## src/rtl/ucsbece152a_step_pkg.sv

```systemverilog
// Shared types and helpers for the step/direction button front-end.
package ucsbece152a_step_pkg;

    typedef enum logic [1:0] {
        S_IDLE   = 2'd0,
        S_DELAY  = 2'd1,
        S_REPEAT = 2'd2
    } step_state_t;

    // Bits needed to count up to the larger of the two repeat intervals.
    function automatic int timer_width(input int delay, input int period);
        int m;
        m = (delay > period) ? delay : period;
        return ($clog2(m + 1) < 1) ? 1 : $clog2(m + 1);
    endfunction

    // Bits needed for a debounce counter reaching n.
    function automatic int count_width(input int n);
        return ($clog2(n + 1) < 1) ? 1 : $clog2(n + 1);
    endfunction

endpackage

```

## src/rtl/ucsbece152a_debounce.sv

```systemverilog
// Two-flop synchronizer, stable-count debouncer and registered rise detect
// for one raw push-button.
module ucsbece152a_debounce
    import ucsbece152a_step_pkg::*;
#(
    parameter int DEBOUNCE_CYCLES = 4
) (
    input  logic clk,
    input  logic rst_n,
    input  logic raw_i,
    output logic level_o,
    output logic rise_o
);

    localparam int CW = count_width(DEBOUNCE_CYCLES);
    localparam int LAST_I = DEBOUNCE_CYCLES - 1;
    localparam logic [CW-1:0] LAST = LAST_I[CW-1:0];

    logic          sync_1;
    logic          sync_2;
    logic [CW-1:0] cnt;
    logic          level;
    logic          level_d;

    // Bring the asynchronous button into the clock domain.
    always_ff @(posedge clk or negedge rst_n) begin
        if (!rst_n) begin
            sync_1 <= 1'b0;
            sync_2 <= 1'b0;
        end else begin
            sync_1 <= raw_i;
            sync_2 <= sync_1;
        end
    end

    // Flip the debounced level only after DEBOUNCE_CYCLES consecutive disagreeing samples.
    always_ff @(posedge clk or negedge rst_n) begin
        if (!rst_n) begin
            cnt   <= '0;
            level <= 1'b0;
        end else if (sync_2 != level) begin
            if (cnt == LAST) begin
                level <= ~level;
                cnt   <= '0;
            end else begin
                cnt <= cnt + 1'b1;
            end
        end else begin
            cnt <= '0;
        end
    end

    // Registered one-cycle pulse on each debounced rising edge.
    always_ff @(posedge clk or negedge rst_n) begin
        if (!rst_n) begin
            level_d <= 1'b0;
            rise_o  <= 1'b0;
        end else begin
            level_d <= level;
            rise_o  <= level & ~level_d;
        end
    end

    assign level_o = level;

endmodule

```

## src/rtl/ucsbece152a_step_ctrl.sv

```systemverilog
// Button front-end for the up/down counter: step pulses with auto-repeat
// and a direction level toggled by a second button.
//
//   state    | meaning
//   ---------+------------------------------------------------------------
//   S_IDLE   | waiting for a debounced step press (also held state when repeat is off)
//   S_DELAY  | first pulse issued, counting the hold time before repeat starts
//   S_REPEAT | auto-repeating, one pulse every REPEAT_PERIOD cycles
module ucsbece152a_step_ctrl
    import ucsbece152a_step_pkg::*;
#(
    parameter int DEBOUNCE_CYCLES = 4,
    parameter int REPEAT_DELAY    = 8,
    parameter int REPEAT_PERIOD   = 3
) (
    input  logic clk,
    input  logic rst_n,
    input  logic step_btn_i,
    input  logic dir_btn_i,
    output logic enable_o,
    output logic dir_o,
    output logic held_o
);

    localparam int TW = timer_width(REPEAT_DELAY, REPEAT_PERIOD);
    localparam int DELAY_LAST_I  = (REPEAT_DELAY > 0) ? REPEAT_DELAY - 1 : 0;
    localparam int PERIOD_LAST_I = (REPEAT_PERIOD > 0) ? REPEAT_PERIOD - 1 : 0;
    localparam logic [TW-1:0] DELAY_LAST  = DELAY_LAST_I[TW-1:0];
    localparam logic [TW-1:0] PERIOD_LAST = PERIOD_LAST_I[TW-1:0];
    localparam logic REPEAT_ON = (REPEAT_DELAY > 0);

    logic          step_level;
    logic          step_rise;
    logic          dir_level;
    logic          dir_rise;
    logic          dir_level_q;

    step_state_t   state;
    step_state_t   state_nxt;
    logic [TW-1:0] timer;
    logic [TW-1:0] timer_nxt;
    logic          enable;

    ucsbece152a_debounce #(.DEBOUNCE_CYCLES(DEBOUNCE_CYCLES)) u_step_db (
        .clk     (clk),
        .rst_n   (rst_n),
        .raw_i   (step_btn_i),
        .level_o (step_level),
        .rise_o  (step_rise)
    );

    ucsbece152a_debounce #(.DEBOUNCE_CYCLES(DEBOUNCE_CYCLES)) u_dir_db (
        .clk     (clk),
        .rst_n   (rst_n),
        .raw_i   (dir_btn_i),
        .level_o (dir_level),
        .rise_o  (dir_rise)
    );

    // Step FSM state and repeat timer registers.
    always_ff @(posedge clk or negedge rst_n) begin
        if (!rst_n) begin
            state <= S_IDLE;
            timer <= '0;
        end else begin
            state <= state_nxt;
            timer <= timer_nxt;
        end
    end

    // Next-state, timer and step pulse decode; release has priority over a pulse.
    always_comb begin
        state_nxt = state;
        timer_nxt = timer;
        enable    = 1'b0;
        case (state)
            S_IDLE: begin
                timer_nxt = '0;
                if (step_rise) begin
                    enable    = 1'b1;
                    state_nxt = REPEAT_ON ? S_DELAY : S_IDLE;
                end
            end
            S_DELAY: begin
                if (!step_level) begin
                    state_nxt = S_IDLE;
                    timer_nxt = '0;
                end else if (timer == DELAY_LAST) begin
                    enable    = 1'b1;
                    timer_nxt = '0;
                    state_nxt = S_REPEAT;
                end else begin
                    timer_nxt = timer + 1'b1;
                end
            end
            S_REPEAT: begin
                if (!step_level) begin
                    state_nxt = S_IDLE;
                    timer_nxt = '0;
                end else if (timer == PERIOD_LAST) begin
                    enable    = 1'b1;
                    timer_nxt = '0;
                end else begin
                    timer_nxt = timer + 1'b1;
                end
            end
            default: begin
                state_nxt = S_IDLE;
                timer_nxt = '0;
            end
        endcase
    end

    // Direction toggle. Edge-detected from the debounced level here (rather than
    // from the registered dir_rise) so dir_o flips on the same edge that the
    // step pulse rises, letting a simultaneous step use the new direction.
    always_ff @(posedge clk or negedge rst_n) begin
        if (!rst_n) begin
            dir_level_q <= 1'b0;
            dir_o       <= 1'b0;
        end else begin
            dir_level_q <= dir_level;
            if (dir_level && !dir_level_q) begin
                dir_o <= ~dir_o;
            end
        end
    end

    assign enable_o = enable;
    assign held_o   = step_level;

    // The registered dir rise is unused by the top; keep it observable for lint.
    logic unused_dir_rise;
    assign unused_dir_rise = dir_rise;

endmodule

```

## config.mk

```make
export PLATFORM = sky130hd
export DESIGN_NAME = ucsbece152a_step_ctrl
export DESIGN_NICKNAME = d
export VERILOG_FILES = /design/src/rtl/ucsbece152a_step_pkg.sv /design/src/rtl/ucsbece152a_debounce.sv /design/src/rtl/ucsbece152a_step_ctrl.sv
export SDC_FILE = /design/constraint.sdc
export NUM_CORES = 1
export LEC_CHECK = 0
export CAP_MARGIN = 30
export CORE_AREA = 2 2 47 49
export CTS_CLUSTER_DIAMETER = 30
export CTS_CLUSTER_SIZE = 24
export DETAILED_ROUTE_END_ITERATION = 6
export DIE_AREA = 0 0 49 51
export GPL_ROUTABILITY_DRIVEN = 0
export GPL_TIMING_DRIVEN = 0
export PLACE_DENSITY = 0.68
export SLEW_MARGIN = 20
export SYNTH_ARGS = -nofsm -noshare
export SYNTH_HDL_FRONTEND = slang
export SYNTH_SLANG_ARGS = --single-unit
```

## constraint.sdc

```tcl
create_clock -name clk -period 1.7 [get_ports clk]
set_input_delay 0.34 -clock clk [delete_from_list [all_inputs] [get_ports clk]]
set_output_delay 0.34 -clock clk [all_outputs]
set_load 0.02 [all_outputs]
```

-- Word level (Yosys, flattened, before mapping)
Index checks and enable logic that the tools add are counted.
- register bits: 22
- input port bits: 4
- output and inout bits: 3
- word-level logic and storage cells: 59
- add/sub/neg operators: 3
- eq/ne operators: 11
- mux-type cells: 20
- bitwise logic cells: 5
- reduce and logical (&&, ||, !) cells: 6
- operators with widths (cell ; count):
    $mux W4 ; 4
    $mux W3 ; 4
    $mux W2 ; 4
    $pmux W4 S2 ; 1
    $add A3 B1 Y3 const B ; 2
    $eq A3 B2 Y1 const B ; 2
    $pmux W2 S3 ; 1
    $mux W1 ; 5
    $add A4 B1 Y4 const B ; 1
    $eq A4 B2 Y1 const B ; 1
    $eq A4 B3 Y1 const B ; 1
    $not A1 Y1 ; 4
    $reduce_and A2 Y1 ; 2
    $ne A3 B3 Y1 const B ; 1
    $pmux W1 S3 ; 1
    $reduce_and A3 Y1 ; 1
    $eq A2 B1 Y1 const B ; 1
    $eq A2 B2 Y1 const B ; 1
    $logic_not A2 Y1 ; 1
    $ne A1 B1 Y1 ; 2
    $ne A2 B1 Y1 const B ; 1
    $ne A2 B2 Y1 const B ; 1
    $and A1 B1 Y1 ; 1
    $logic_and A1 B1 Y1 ; 1
    $logic_not A1 Y1 ; 1

-- Logic depth before layout (Yosys ltp)
- depth after elaboration: 4
- gate-level depth with buffers: 5
- mapped depth without buffers: 5

-- Modules after synthesis
Synthesis repeated with hierarchy kept, for this count alone.
- cells, all modules: 77
- area, all modules: 1034.7 µm²
- by module, submodules not included (module ; times used ; cells an instance ; area each (µm²) ; sequential area each (µm²)):
    ucsbece152a_debounce ; 2 ; 16 ; 277.8 ; 200.2
    ucsbece152a_step_ctrl ; 1 ; 45 ; 479.2 ; 200.2

-- Worst setup path after synthesis
No wires, ideal clock.
- path type: register to output
- start point: register timer[0]
- end point: output enable_o
- arrival time: 1.494 ns
- required time: 1.360 ns
- path slack: -0.134 ns
- stages on the path, launching flop included: 6
- path buffers: 0
- cell sequence: dfrtp_1 > inv_1 > ha_1 > or3b_4 > a21o_1 > o31ai_2
- longest elaborated chain between the ends: 4
- elaborated cells between the ends (all ways): 7
- those cells by class: eq/ne: 2; mux: 5
- RTL lines (what ; line ; source):
    start, declared ; ucsbece152a_step_ctrl.sv:40 ; logic [TW-1:0] timer;
    start signal, assigned ; ucsbece152a_step_ctrl.sv:67 ; timer <= timer_nxt;
    $eq A4 B2 Y1 / $eq A4 B3 Y1 (equally long branches) ; ucsbece152a_step_ctrl.sv:100, ucsbece152a_step_ctrl.sv:88 ;
    $mux W1 (on tied branches) ; ucsbece152a_step_ctrl.sv:100, ucsbece152a_step_ctrl.sv:88 ;
    $mux W1 (on tied branches) ; ucsbece152a_step_ctrl.sv:97, ucsbece152a_step_ctrl.sv:85 ;
    $pmux W1 S3 (*) ; ucsbece152a_step_ctrl.sv:76 ; case (state)
    end, declared ; ucsbece152a_step_ctrl.sv:20 ; output logic enable_o,
Mark *: on every way between the ends. The rest lies on a longest branch, timed or not.

-- Worst setup path after layout
Same ends and word-level chain as after synthesis.

==> out/qor.tcl <==
set qor(result_of_the_run) {complete, but fails checks}
set qor(failed_checks) {negative setup slack}
set qor(number_of_sinks_driven_by_the_clock_tree) 22
set qor(fin_setup_tns_ps) -424
set qor(post-route-drc-count) 0
set qor(critPathSlowestCell) {sky130_fd_sc_hd__dfrtp_1}
set qor(postCtsHoldBufs) 0
set qor(placement.io_buffers) 6
set qor(cp_data_required_time_ps) 1360
set qor(post_route_cells_drive_above_1_share_pct) 18.2
set qor(wire_per_inst_um) 11.3
set qor(p_leak_uw) 0.000534
set qor(finalWorstPathRequiredPeriod_ps) 2120
set qor(std_cell_rows) 17
set qor(die_h_um) 51
set qor(setup_repair_after_global_routing_missed_its_margin) {true}
set qor(syn_nets) 86
set qor(post_synth_inst_count) 73
set qor(critical_path.top_delay_family) {flip-flops}
set qor(regToRegSetupSlack_ps) 40
set qor(detailed_routing_iteration_count_for_the_pre_antenna_repair_pass) 3
set qor(insertion_delay_ps) 300
set qor(max-vdd-ir-drop_v) 0.000915
set qor(post-route-util_pct) 56.1
set qor(cts_root_buffer) {sky130_fd_sc_hd__clkbuf_4}
set qor(tritoncts) {done}
set qor(fp.coreArea_um2) 2060
set qor(slew_headroom_pct) 80.8
set qor(final_antenna_net_count) 0
set qor(p_per_area_nw_per_um2) 1590
set qor(critical_path.startpoint_type) {flop}
set qor(worst_clock_skew_ps) 2.84
set qor(end_kind) {output pin}
set qor(numCtsBuffers) 3
set qor(max_cap_violations) 0
set qor(worst-path-buf-inv) 2
set qor(postLayoutCellArea_um2) 1160
set qor(yosys-mux-area-fraction_pct) 4.71
set qor(horiz_die_dim_um) 49
set qor(critPathMaxFanout) 2
set qor(antenna_found_initial) 0
set qor(area_growth_pct) 21.1
set qor(post-dp-hpwl_um) 979
set qor(drt-initial-drc-count) 2
set qor(timing_max_transition_violations_final) 0
set qor(start_util_pct) 46.3
set qor(design.die.area_um2) 2500
set qor(yosys.area_share.simple_pct) 13.9
set qor(ys_seq_elements) 22
set qor(max_slew.worst_pin.slew_ps) 286
set qor(synth-warning-count) 0
set qor(worstHoldPathType) {input port to async pin}
set qor(worst_ep_arrival_time_ps) 1780
set qor(setup_violations) 1
set qor(avgViaCountPerCell) 4.91
set qor(timing_hold_violations_final) 0
set qor(fmax_mhz) 471
set qor(detailroute.via_count) 569
set qor(vias_in_the_first_global_route) 633
set qor(worst_r2r_endpoint) {state[1]}
set qor(postRouteWirelength_um) 1310
set qor(crit_path_cell_trace) {inv_1 -> ha_1 -> or3b_4 -> a21o_1 -> o31ai_4 -> buf_6}
set qor(power.total_uw) 1830
set qor(synth.avg_cell_area_um2) 13.1
set qor(layout_worst_path_cycle_share_pct) 125
set qor(cts.clk_slew.worst_paths_ps) 120
set qor(h-tree-depth) 1
set qor(path_class) {flop to output pin}
set qor(antennaDiodeCount) 0
set qor(synth.distinct_cells) 22
set qor(complex_gate_fraction_of_the_synthesized_area_pct) 5.50
set qor(synth_top_family_by_area) {simple AND/OR/NAND/NOR gates}
set qor(post_synthesis_sequential_area_ratio_pct) 57.6
set qor(layout.nets) 102
set qor(final_critical_path_setup_slack_ps) -424
set qor(synth_adder_area_share_pct) 11.8
set qor(depth_of_the_most_critical_reg_to_reg_path) 6
set qor(syn_area_um2) 956
set qor(max-clock-path-buffers) 2
set qor(max_stage_delay_ps) 400
set qor(grt_util_all_layers_pct) 13.1
set qor(grt_first_pass_wirelength_um) 2540
set qor(grt_overflow_total) 0
set qor(grt_max_degree) 23
set qor(design.portCount) 7
set qor(synth_xor_xnor_area_share_pct) 4.58
set qor(place_area_um2) 1060
set qor(worstReg2RegStart) {timer[0]}
[worst register-to-register path, delay by kind of cell (launching register included)]
kind | cells | cell delay (ps)
compound gates | 1 | 190
fa+ha+maj | 1 | 230
buf+inv | 2 | 260
flops | 1 | 400
mux | 1 | 340
simple gates | 1 | 140
[stage by stage]
step | hold slack [ps] | setup WS, ps | std cells
2_1_floorplan | 44.4 | -51.4 | 73
3_3_place_gp | 332 | -593 | 107
3_5_place_dp | 337 | -639 | 107
4_1_cts | 369 | -444 | 113
5_1_grt | 262 | -518 | 116
6_report | 268 | -424 | 116
[layout by cell type, fill, tap and decap left out, drive strengths merged, types with 4 or more instances in the layout]
cell type | synthesis | layout
dfrtp | 22 | 22
ha | 9 | 9
nor3 | 6 | 6
buf | 0 | 6
inv | 5 | 5
xnor2 | 5 | 5
nor2b | 4 | 4
mux2 | 4 | 4
clkdlybuf4s50 | 0 | 4
[report_power, final]
group / internal, uW / switching (uW)
Clock: 238 / 148
Combinational: 352 / 331
Sequential: 669 / 97.2
Total: 1260 / 576
[metal layers]
metal  track usage [%]  wire length (um)  part of all wire (%)
met1              15.0               575                    44
met2              24.0               691                    53
met3              1.75                28                   2.1
met4              7.14                12                  0.92
met5                 0                 0                     0
[repair_timing]
action,in CTS,in global routing
setup endpoints to repair,2,3
pin swaps,1,0
buffers inserted,2,2
resized for setup,7,0
[kinds of logic (layout without fill, tap and decap cells)]
family,count (synthesis),count (layout)
AOI/OAI and AO/OA,7,7
muxes,4,4
and+or+nand+nor,21,21
adders and majority gates,9,9
xor gates and xnor gates,5,5
buffers and inverters,5,20
DFF,22,22
[Yosys cell counts (all sizes together)]
library cell	number	share of area, %
a21o	1	0.79
a21oi	1	0.52
a22o	1	0.92
a31oi	1	0.65
and2	1	0.65
dfrtp	22	58
ha	9	12
inv	5	2.0
mux2	4	4.7
nand2	2	0.79
nand2b	1	0.65
nand3	1	0.52
nand3b	1	0.79
nand4bb	1	1.2
nor2b	4	2.6
nor3	6	3.1
nor3b	3	2.4
o21a	1	0.79
o21ai	1	0.52
o31ai	1	1.3
or3b	1	1.2
xnor2	5	4.6
[sequential cells by signal, indices dropped and copies added (netlist names)]
name and flops:
timer 4, u_dir_db.cnt 3, u_step_db.cnt 3, state 2, dir_level_q 1, dir_o 1
u_dir_db.level_o 1, u_dir_db.sync_1 1, u_dir_db.sync_2 1, u_step_db.level_d 1, u_step_db.level_o 1, u_step_db.rise_o 1
u_step_db.sync_1 1, u_step_db.sync_2 1
[layout make-up]
cell class / count / area (um^2)
inverters: 5 / 18.8
clock buffers: 3 / 22.5
multi-input cells: 46 / 395
well taps: 28 / 35.0
clock inverters: 1 / 30.0
repair buffers: 11 / 105
fillers: 191 / 906
flip-flops and latches: 22 / 551
[worst max path at each step]
stage,from,endpoint,slack (ps),cells after the start
after floorplan,timer[0],enable_o,-50,5
after global placement,timer[0],enable_o,-590,6
after detailed placement,timer[0],enable_o,-640,6
after CTS,timer[0],enable_o,-440,6
after global routing,timer[0],enable_o,-520,6
final,timer[0],enable_o,-420,6
(Power assumes the default switching activity.)
